**config.mk**
```make
export PLATFORM = sky130hd
export DESIGN_NAME = axil_reg_bridge
export DESIGN_NICKNAME = d
export VERILOG_FILES = /design/src/rtl/axil_reg_bridge_pkg.sv /design/src/rtl/axil_reg_bridge_wr.sv /design/src/rtl/axil_reg_bridge.sv
export SDC_FILE = /design/constraint.sdc
export NUM_CORES = 1
export LEC_CHECK = 0
export CAP_MARGIN = 20
export CORE_AREA = 2 2 152 154
export CTS_CLUSTER_SIZE = 10
export DETAILED_ROUTE_END_ITERATION = 16
export DIE_AREA = 0 0 154 156
export GPL_TIMING_DRIVEN = 1
export PLACE_DENSITY_LB_ADDON = 0.25
export SLEW_MARGIN = 15
export SYNTH_ARGS = -nofsm -noshare
export SYNTH_HDL_FRONTEND = slang
export SYNTH_SLANG_ARGS = --single-unit
```
**constraint.sdc**
```tcl
create_clock -name CLK -period 3.11 [get_ports CLK]
set_clock_uncertainty 0.05 [all_clocks]
set_input_delay 0.311 -clock CLK [delete_from_list [all_inputs] [get_ports CLK]]
set_output_delay 0.311 -clock CLK [all_outputs]
set_load 0.03 [all_outputs]
```
**src/rtl/axil_reg_bridge_pkg.sv**
```systemverilog
// axil_reg_bridge_pkg: shared constants and FSM encodings for the AXI4-Lite register bridge.
// Contents: response codes, strobe width, write/read FSM state types.
// Config macro: AXIL_BRIDGE_SLVERR_EN selects SLVERR instead of OKAY for decode misses.
package axil_reg_bridge_pkg;

    localparam int          DATA_W      = 32;
    localparam int          STRB_WIDTH  = DATA_W / 8;
    localparam logic [1:0]  RESP_OKAY   = 2'b00;
    localparam logic [1:0]  RESP_SLVERR = 2'b10;

`ifdef AXIL_BRIDGE_SLVERR_EN
    localparam logic [1:0]  RESP_MISS   = RESP_SLVERR;
`else
    localparam logic [1:0]  RESP_MISS   = RESP_OKAY;
`endif

    typedef enum logic [2:0] {
        W_IDLE,
        W_HAVE_AW,
        W_HAVE_W,
        W_COMMIT,
        W_RESP
    } wr_state_t;

    typedef enum logic {
        R_IDLE,
        R_RESP
    } rd_state_t;

endpackage

```
**src/rtl/axil_reg_bridge_wr.sv**
```systemverilog
// axil_reg_bridge_wr: AXI4-Lite write channel, address decode and byte-strobe merge.
// Ports: CLK/RST; S_AW* and S_W* accept address/data in any order; S_B* write response;
//        REG_WEN one-cycle one-hot pulse, REG_WDATA merged value, REG_RDATA current bank contents.
// Config macro: AXIL_BRIDGE_SLVERR_EN (through RESP_MISS in the package).
module axil_reg_bridge_wr
    import axil_reg_bridge_pkg::*;
#(
    parameter int DATA_WIDTH = 32,
    parameter int ADDR_WIDTH = 8,
    parameter int NUM_REGS   = 8
) (
    input  logic                           CLK,
    input  logic                           RST,
    input  logic [ADDR_WIDTH-1:0]          S_AWADDR,
    input  logic                           S_AWVALID,
    output logic                           S_AWREADY,
    input  logic [DATA_WIDTH-1:0]          S_WDATA,
    input  logic [STRB_WIDTH-1:0]          S_WSTRB,
    input  logic                           S_WVALID,
    output logic                           S_WREADY,
    output logic [1:0]                     S_BRESP,
    output logic                           S_BVALID,
    input  logic                           S_BREADY,
    output logic [NUM_REGS-1:0]            REG_WEN,
    output logic [DATA_WIDTH-1:0]          REG_WDATA,
    input  logic [NUM_REGS*DATA_WIDTH-1:0] REG_RDATA
);

    localparam int                    IW   = NUM_REGS > 1 ? $clog2(NUM_REGS) : 1;
    localparam logic [ADDR_WIDTH-1:0] NREG = ADDR_WIDTH'(NUM_REGS);

    wr_state_t               state, state_nxt;
    logic                    aw_hs, w_hs;
    logic                    hit_q;
    logic [IW-1:0]           idx_q;
    logic [DATA_WIDTH-1:0]   wdata_q;
    logic [STRB_WIDTH-1:0]   wstrb_q;
    logic [1:0]              bresp_q;
    logic [DATA_WIDTH-1:0]   cur;

    // Readies are forced low while RST is held so the bus sees a quiet slave during reset.
    assign S_AWREADY = !RST && (state == W_IDLE || state == W_HAVE_W);
    assign S_WREADY  = !RST && (state == W_IDLE || state == W_HAVE_AW);
    assign aw_hs     = S_AWVALID && S_AWREADY;
    assign w_hs      = S_WVALID && S_WREADY;
    assign S_BVALID  = state == W_RESP;
    assign S_BRESP   = bresp_q;
    assign cur       = REG_RDATA[idx_q*DATA_WIDTH +: DATA_WIDTH];

    always_comb begin
        state_nxt = state;
        case (state)
            W_IDLE:    state_nxt = aw_hs && w_hs ? W_COMMIT : aw_hs ? W_HAVE_AW : w_hs ? W_HAVE_W : W_IDLE;
            W_HAVE_AW: state_nxt = w_hs ? W_COMMIT : W_HAVE_AW;
            W_HAVE_W:  state_nxt = aw_hs ? W_COMMIT : W_HAVE_W;
            W_COMMIT:  state_nxt = W_RESP;
            W_RESP:    state_nxt = S_BREADY ? W_IDLE : W_RESP;
            default:   state_nxt = W_IDLE;
        endcase
    end

    // Merge uses the register's value during the commit cycle, so unstrobed bytes are preserved.
    always_comb begin
        REG_WEN   = '0;
        REG_WDATA = '0;
        if (state == W_COMMIT) begin
            REG_WEN = hit_q ? NUM_REGS'(1) << idx_q : '0;
            for (int b = 0; b < STRB_WIDTH; b++)
                REG_WDATA[b*8 +: 8] = wstrb_q[b] ? wdata_q[b*8 +: 8] : cur[b*8 +: 8];
        end
    end

    always_ff @(posedge CLK or posedge RST) begin
        if (RST) begin
            state   <= W_IDLE;
            hit_q   <= 1'b0;
            idx_q   <= '0;
            wdata_q <= '0;
            wstrb_q <= '0;
            bresp_q <= RESP_OKAY;
        end else begin
            state <= state_nxt;
            if (aw_hs) begin
                hit_q <= (S_AWADDR >> 2) < NREG;
                idx_q <= S_AWADDR[IW+1:2];
            end
            if (w_hs) begin
                wdata_q <= S_WDATA;
                wstrb_q <= S_WSTRB;
            end
            if (state == W_COMMIT)
                bresp_q <= hit_q ? RESP_OKAY : RESP_MISS;
        end
    end

endmodule

```
**src/rtl/axil_reg_bridge.sv**
```systemverilog
// axil_reg_bridge: AXI4-Lite slave in front of a bank of NUM_REGS 32-bit registers.
// Ports: CLK/RST (async, active high); S_AW*/S_W*/S_B* write channels; S_AR*/S_R* read channels;
//        REG_WEN/REG_WDATA drive the bank, REG_RDATA (reg i at [i*DATA_WIDTH +: DATA_WIDTH]) is read back.
// Config macro: AXIL_BRIDGE_SLVERR_EN makes decode misses answer SLVERR instead of OKAY.
module axil_reg_bridge
    import axil_reg_bridge_pkg::*;
#(
    parameter int DATA_WIDTH = 32,
    parameter int ADDR_WIDTH = 8,
    parameter int NUM_REGS   = 8
) (
    input  logic                           CLK,
    input  logic                           RST,
    input  logic [ADDR_WIDTH-1:0]          S_AWADDR,
    input  logic                           S_AWVALID,
    output logic                           S_AWREADY,
    input  logic [DATA_WIDTH-1:0]          S_WDATA,
    input  logic [STRB_WIDTH-1:0]          S_WSTRB,
    input  logic                           S_WVALID,
    output logic                           S_WREADY,
    output logic [1:0]                     S_BRESP,
    output logic                           S_BVALID,
    input  logic                           S_BREADY,
    input  logic [ADDR_WIDTH-1:0]          S_ARADDR,
    input  logic                           S_ARVALID,
    output logic                           S_ARREADY,
    output logic [DATA_WIDTH-1:0]          S_RDATA,
    output logic [1:0]                     S_RRESP,
    output logic                           S_RVALID,
    input  logic                           S_RREADY,
    output logic [NUM_REGS-1:0]            REG_WEN,
    output logic [DATA_WIDTH-1:0]          REG_WDATA,
    input  logic [NUM_REGS*DATA_WIDTH-1:0] REG_RDATA
);

    localparam int                    IW   = NUM_REGS > 1 ? $clog2(NUM_REGS) : 1;
    localparam logic [ADDR_WIDTH-1:0] NREG = ADDR_WIDTH'(NUM_REGS);

    rd_state_t     r_state, r_nxt;
    logic          ar_hs, ar_hit;
    logic [IW-1:0] ar_idx;

    axil_reg_bridge_wr #(
        .DATA_WIDTH (DATA_WIDTH),
        .ADDR_WIDTH (ADDR_WIDTH),
        .NUM_REGS   (NUM_REGS)
    ) u_wr (
        .CLK       (CLK),
        .RST       (RST),
        .S_AWADDR  (S_AWADDR),
        .S_AWVALID (S_AWVALID),
        .S_AWREADY (S_AWREADY),
        .S_WDATA   (S_WDATA),
        .S_WSTRB   (S_WSTRB),
        .S_WVALID  (S_WVALID),
        .S_WREADY  (S_WREADY),
        .S_BRESP   (S_BRESP),
        .S_BVALID  (S_BVALID),
        .S_BREADY  (S_BREADY),
        .REG_WEN   (REG_WEN),
        .REG_WDATA (REG_WDATA),
        .REG_RDATA (REG_RDATA)
    );

    assign S_ARREADY = !RST && r_state == R_IDLE;
    assign S_RVALID  = r_state == R_RESP;
    assign ar_hs     = S_ARVALID && S_ARREADY;
    assign ar_hit    = (S_ARADDR >> 2) < NREG;
    assign ar_idx    = S_ARADDR[IW+1:2];

    always_comb begin
        r_nxt = r_state;
        case (r_state)
            R_IDLE:  r_nxt = ar_hs ? R_RESP : R_IDLE;
            R_RESP:  r_nxt = S_RREADY ? R_IDLE : R_RESP;
            default: r_nxt = R_IDLE;
        endcase
    end

    // Data is captured at the AR handshake, so a same-edge bank write is not yet visible.
    always_ff @(posedge CLK or posedge RST) begin
        if (RST) begin
            r_state <= R_IDLE;
            S_RDATA <= '0;
            S_RRESP <= RESP_OKAY;
        end else begin
            r_state <= r_nxt;
            if (ar_hs) begin
                S_RDATA <= ar_hit ? REG_RDATA[ar_idx*DATA_WIDTH +: DATA_WIDTH] : '0;
                S_RRESP <= ar_hit ? RESP_OKAY : RESP_MISS;
            end
        end
    end

endmodule

```
[After elaboration in Yosys (flattened, before gate mapping)]
Index checks and enable logic that the tools add are counted.
Word-level totals
  output and inout bits: 81
  flip-flop bits (word level): 76
  input port bits: 315
  word-level logic and storage cells: 46
Operators by class
  muxes and demuxes: 18
  reduce and logical (&&, ||, !) cells: 11
  shift-type cells: 3
  bitwise operators: 1
  order comparisons: 2
  equal/unequal tests: 4
Operator list (count)
  256-bit by 9-bit variable part select with 32-bit output: 2
  32-bit 2-to-1 mux: 2
  8-bit 2-to-1 mux: 6
  3-bit one-hot mux with 5 select lines: 1
  6-bit by 4-bit < comparator with 1-bit output, second input constant: 2
  3-bit 2-to-1 mux: 3
  1-bit by 3-bit left shift with 8-bit output, first input constant: 1
  1-bit logical AND: 7
  3-bit by 2-bit equality test with 1-bit output, second input constant: 2
  2-bit 2-to-1 mux: 2
  3-bit by 1-bit equality test with 1-bit output, second input constant: 1
  3-bit equality test, second input constant: 1
  3-bit logical NOT: 1
  1-bit 2-to-1 mux: 3
  1-bit logical OR: 2
  1-bit one-hot mux with 2 select lines: 1
  1-bit logical NOT: 1
  1-bit inverter: 1

[Longest topological paths before layout]
Gate-level depths: netlist of the first run.
  depth after elaboration: 8
  gate-level depth with buffers: 7
  mapped depth without buffers: 4

[Modules after synthesis]
Synthesis of the first run repeated with hierarchy kept, for this count alone.
Second synthesis, totals
  cells, all modules: 756
  area, all modules: 7606.0 µm²
By module, submodules not included
  axil_reg_bridge_wr: instances 1, cells an instance 454, area each 4279.1 µm²
  axil_reg_bridge: instances 1, cells an instance 302, area each 3326.9 µm²

[Least setup slack after synthesis of the first run]
No wires, ideal clock.
  kind: reg2out
  start: reg u_wr.state[1]
  end: out REG_WDATA[10]
  stages on the path, launching flop included: 7
  buffers on the path: 3
  required time: 2.749 ns
  slack: 0.793 ns
  arrival: 1.956 ns
  cell sequence: dfrtp_1 -> clkbuf_1 -> nand2_1 -> or2_2 -> clkbuf_1 -> clkbuf_1 -> nor3_1
Between the ends
  word-level cells in the longest chain between the ends: 2
Ends and longest elaborated chain
  start: declaration: RTL line axil_reg_bridge_wr.sv:32  | wr_state_t state, state_nxt;
  start signal: assignment: RTL line axil_reg_bridge_wr.sv:82  | state <= state_nxt;
  3-bit by 2-bit equality test with 1-bit output: RTL line axil_reg_bridge_wr.sv:66  | if (state == W_COMMIT) begin
  32-bit 2-to-1 mux: RTL line axil_reg_bridge_wr.sv:66
  end: declaration: RTL line axil_reg_bridge.sv:32  | output logic [DATA_WIDTH-1:0] REG_WDATA,
No other way between the ends.

[Worst setup path in the final report of the first run]
  start: reg u_wr.idx_q[1]
  end: out REG_WDATA[18]
Between the ends
  word-level cells in the longest chain between the ends: 3
Ends and longest elaborated chain
  start: declaration: RTL line axil_reg_bridge_wr.sv:35  | logic [IW-1:0] idx_q;
  start signal: assignment: RTL line axil_reg_bridge_wr.sv:85  | idx_q <= S_AWADDR[IW+1:2];
  256-bit by 9-bit variable part select with 32-bit output: RTL line axil_reg_bridge_wr.sv:48  | assign cur = REG_RDATA[idx_q*DATA_WIDTH +: DATA_WIDTH];
  8-bit 2-to-1 mux: RTL line axil_reg_bridge_wr.sv:69  | REG_WDATA[b*8 +: 8] = wstrb_q[b] ? wdata_q[b*8 +: 8] : cur[b*8 +: 8];
  32-bit 2-to-1 mux: RTL line axil_reg_bridge_wr.sv:66
No other way between the ends.

==> metrics, run 1 <==
Worst-Margin Slew ~1000 ps; max-slew violations 0; cell taking the most area after synthesis dfrtp_1; min-delay src S_ARADDR[4]; Core Region roughly 0.022 mm2; Fillers between 2,000 and 2,500; number of synthesized flops with an enable pin 0; antenna violations before repair 1; crit end category output port; H-tree Lvls 3; synthesized flop and latch total 76; Final ANT Viol Nets 0; post-CTS setup buffer count 0; synth warn 0; Inserted Diodes 0; port buffer count roughly 390; WP data arrival between 2000 and 3000 ps; routed vias/inst roughly 5.6; commonest cells after routing, fill and taps aside 379 x clkdlybuf4s50_1, 128 x mux2i_1, 99 x mux2_2, 75 x dfrtp_1, 64 x a22oi_1; Seq/Total Area, Yosys 0.2521; crit share post-route 0.9785; Post-Syn Area about 0.0075 mm2; DR iter-0 viols 444; global-route wire length before repair ~50,000 um; Root Buffer clkbuf_16; Post-synth ARST share 1.000; die area roughly 0.024 mm2; # Max-Cap Violations 0; Crit. Startpoint u_wr.idx_q[1]; Critical Path, Cell by Cell buf_12, mux2i_1, a22oi_1, a21oi_1, nor3_1, clkdlybuf4s50_1; WL per Instance 24.03 um; Achievable Freq approximately 0.33 GHz; Post-Route WL ~33,000 um; Setup Viol. Count Final 0; fin util 0.5391; Leakage roughly 0.0048 uW; most common cell after layout, fill and taps aside clkdlybuf4s50_1; Longest Clk Path Bufs 2; Die X approximately 150 um; post-route setup TNS 0 ps; status completed; Hold Crit Class primary input to flop; ys flop type dfrtp_1; Gate Count Post-Synth 755; Post-CTS Resized 1; Finished Layout Cells 1,389; total grt overflow 0; vias in the first global route between 7,000 and 8,000; DP HPWL roughly 25,000 um; CP Launch Type flop; Pre-Repair DR Iteration Count 5; num rows 55; Critical Path RT around 2800 ps; ratio of cells with drive above 1 in the final layout 0.2011; post-layout net count roughly 1,400; # DRC 0; min Tclk post-route 3043 ps; Max VDD drop between 0.6 and 0.7 mV; routed vias between 7,000 and 8,000; Synth area leaders dfrtp_1 25%, mux2i_1 17%, mux2_2 15%, mux4_2 9.6%, a22oi_1 6.4%; Netlist cell types 34; Placer Congestion 0.9311; Clk Latency, worst-skew pair 350 ps; CTS Sinks 76; chip height 156 um; CP max FO 40; CTS tree done; CP peak stage delay roughly 630 ps; Syn Area/Cell about 10 um2; largest net degree at the start of global routing 65; initial core utilization 0.3373; RSZ-0062 raised after global routing no; relative slew slack 0.3376; dpl cells about 1,400; clock-pin transition on the worst setup and hold timing paths 60 ps; Reg-to-Reg Start S_RVALID; Setup Crit Path Kind flop to output port; synthesis-to-finish area growth 59.83%; pwr dens 614.3 mW/mm2; hold_buf cts 0; Ports between 300 and 400; post-synth top area share 0.2521; Total Routing Usage GR 0.2701; total CTS buffers 9; Fin. Hold Viols 0; CP max-delay cell clkdlybuf4s50_1
cell families after synthesis:
kind of cell           after synthesis  synth area share
buffers and inverters               85           0.05258
muxes                              262            0.4176
and+or+nand+nor                    166            0.1093
other                                1         0.0004971
DFF                                 76            0.2521
AOI/OAI and AO/OA                  165            0.1679
final timing paths:
path                                    end  slack (ps)  cells past startpoint
min reg2reg                      S_RDATA[3]         430                      2
max in group asynchronous        u_wr.hit_q        1740                      3
min in group asynchronous  u_wr.wdata_q[24]         690                      2
max                           REG_WDATA[18]          70                      6
min                             S_RDATA[23]         380                      3
max reg2reg                     S_RDATA[16]        1080                      5
cells in the mapped netlist, drive strengths merged (2+ instances only):
master    n
o22ai    31
nand2    40
nor2     40
inv       4
mux2    102
nor3     37
nand2b    4
mux4     32
nor2b    36
buf      39
o31ai    31
dfrtp    76
a22oi    64
o41ai     2
clkbuf   42
nor3b     3
a21oi    34
mux2i   128
area by class of cell:
type	instances	area (um2)	area share
clock buffer	10	229.0	0.01899
clock inverter	6	72.57	0.006019
inverter	4	16.27	0.001349
multi-input combinational	597	5310	0.4404
sequential	76	1906	0.1581
tap	285	356.6	0.02958
timing repair buffer	411	4167	0.3456
flip-flops by register name (all words and copies together), names as in the netlist:
name and count:
S_RDATA 32, u_wr.idx_q 3, S_RVALID 1, u_wr.wstrb_q 4, u_wr.wdata_q 32, u_wr.hit_q 1
u_wr.state 3
critical path: cells and delay by family (launching register included):
family / cells / cell delay, ps
AO/OA/AOI/OAI: 2 / 520
AND/OR/NAND/NOR: 1 / 110
flip-flops: 1 / 460
buffers and inverters: 2 / 920
multiplexers: 1 / 310
layer usage:
layer,GRT usage,wire [um],vias to the layer above
met4,0.08634,767,2
met2,0.4380,15750,325
met3,0.07722,2744,48
li1,-,-,3565
met5,0,8,-
met1,0.3483,14110,3776
stage by stage:
step | power, uW | area, um2 | hold WS (ps) | setup WS [ps]
after floorplan | 4438 | 7555 | 357.4 | 793.3
after global placement | 6194 | 11720 | 413.6 | 277.1
after detailed placement | 6238 | 11720 | 419.8 | 257.4
after CTS | 7373 | 12020 | 358.1 | 44.59
after global routing | 7793 | 12060 | 378.9 | 7.973
final | 7406 | 12060 | 376.1 | 66.79
report_power, final:
| part | leakage [uW] | total [uW] | internal, uW | switching [uW] |
|---|---|---|---|---|
| clock | 0.000143 | 1100 | 630 | 474 |
| combinational | 0.00371 | 4650 | 2200 | 2460 |
| sequential | 0.000963 | 1650 | 1300 | 347 |
| total | 0.00482 | 7410 | 4130 | 3280 |
No activity file was read; power rests on OpenSTA's default activity.
==> run 2, diff against run 1 <==
- CAP_MARGIN: 20 -> 5
==> results of run 2 <==
Final layout, timing and power as in run 1 (identical DEF).
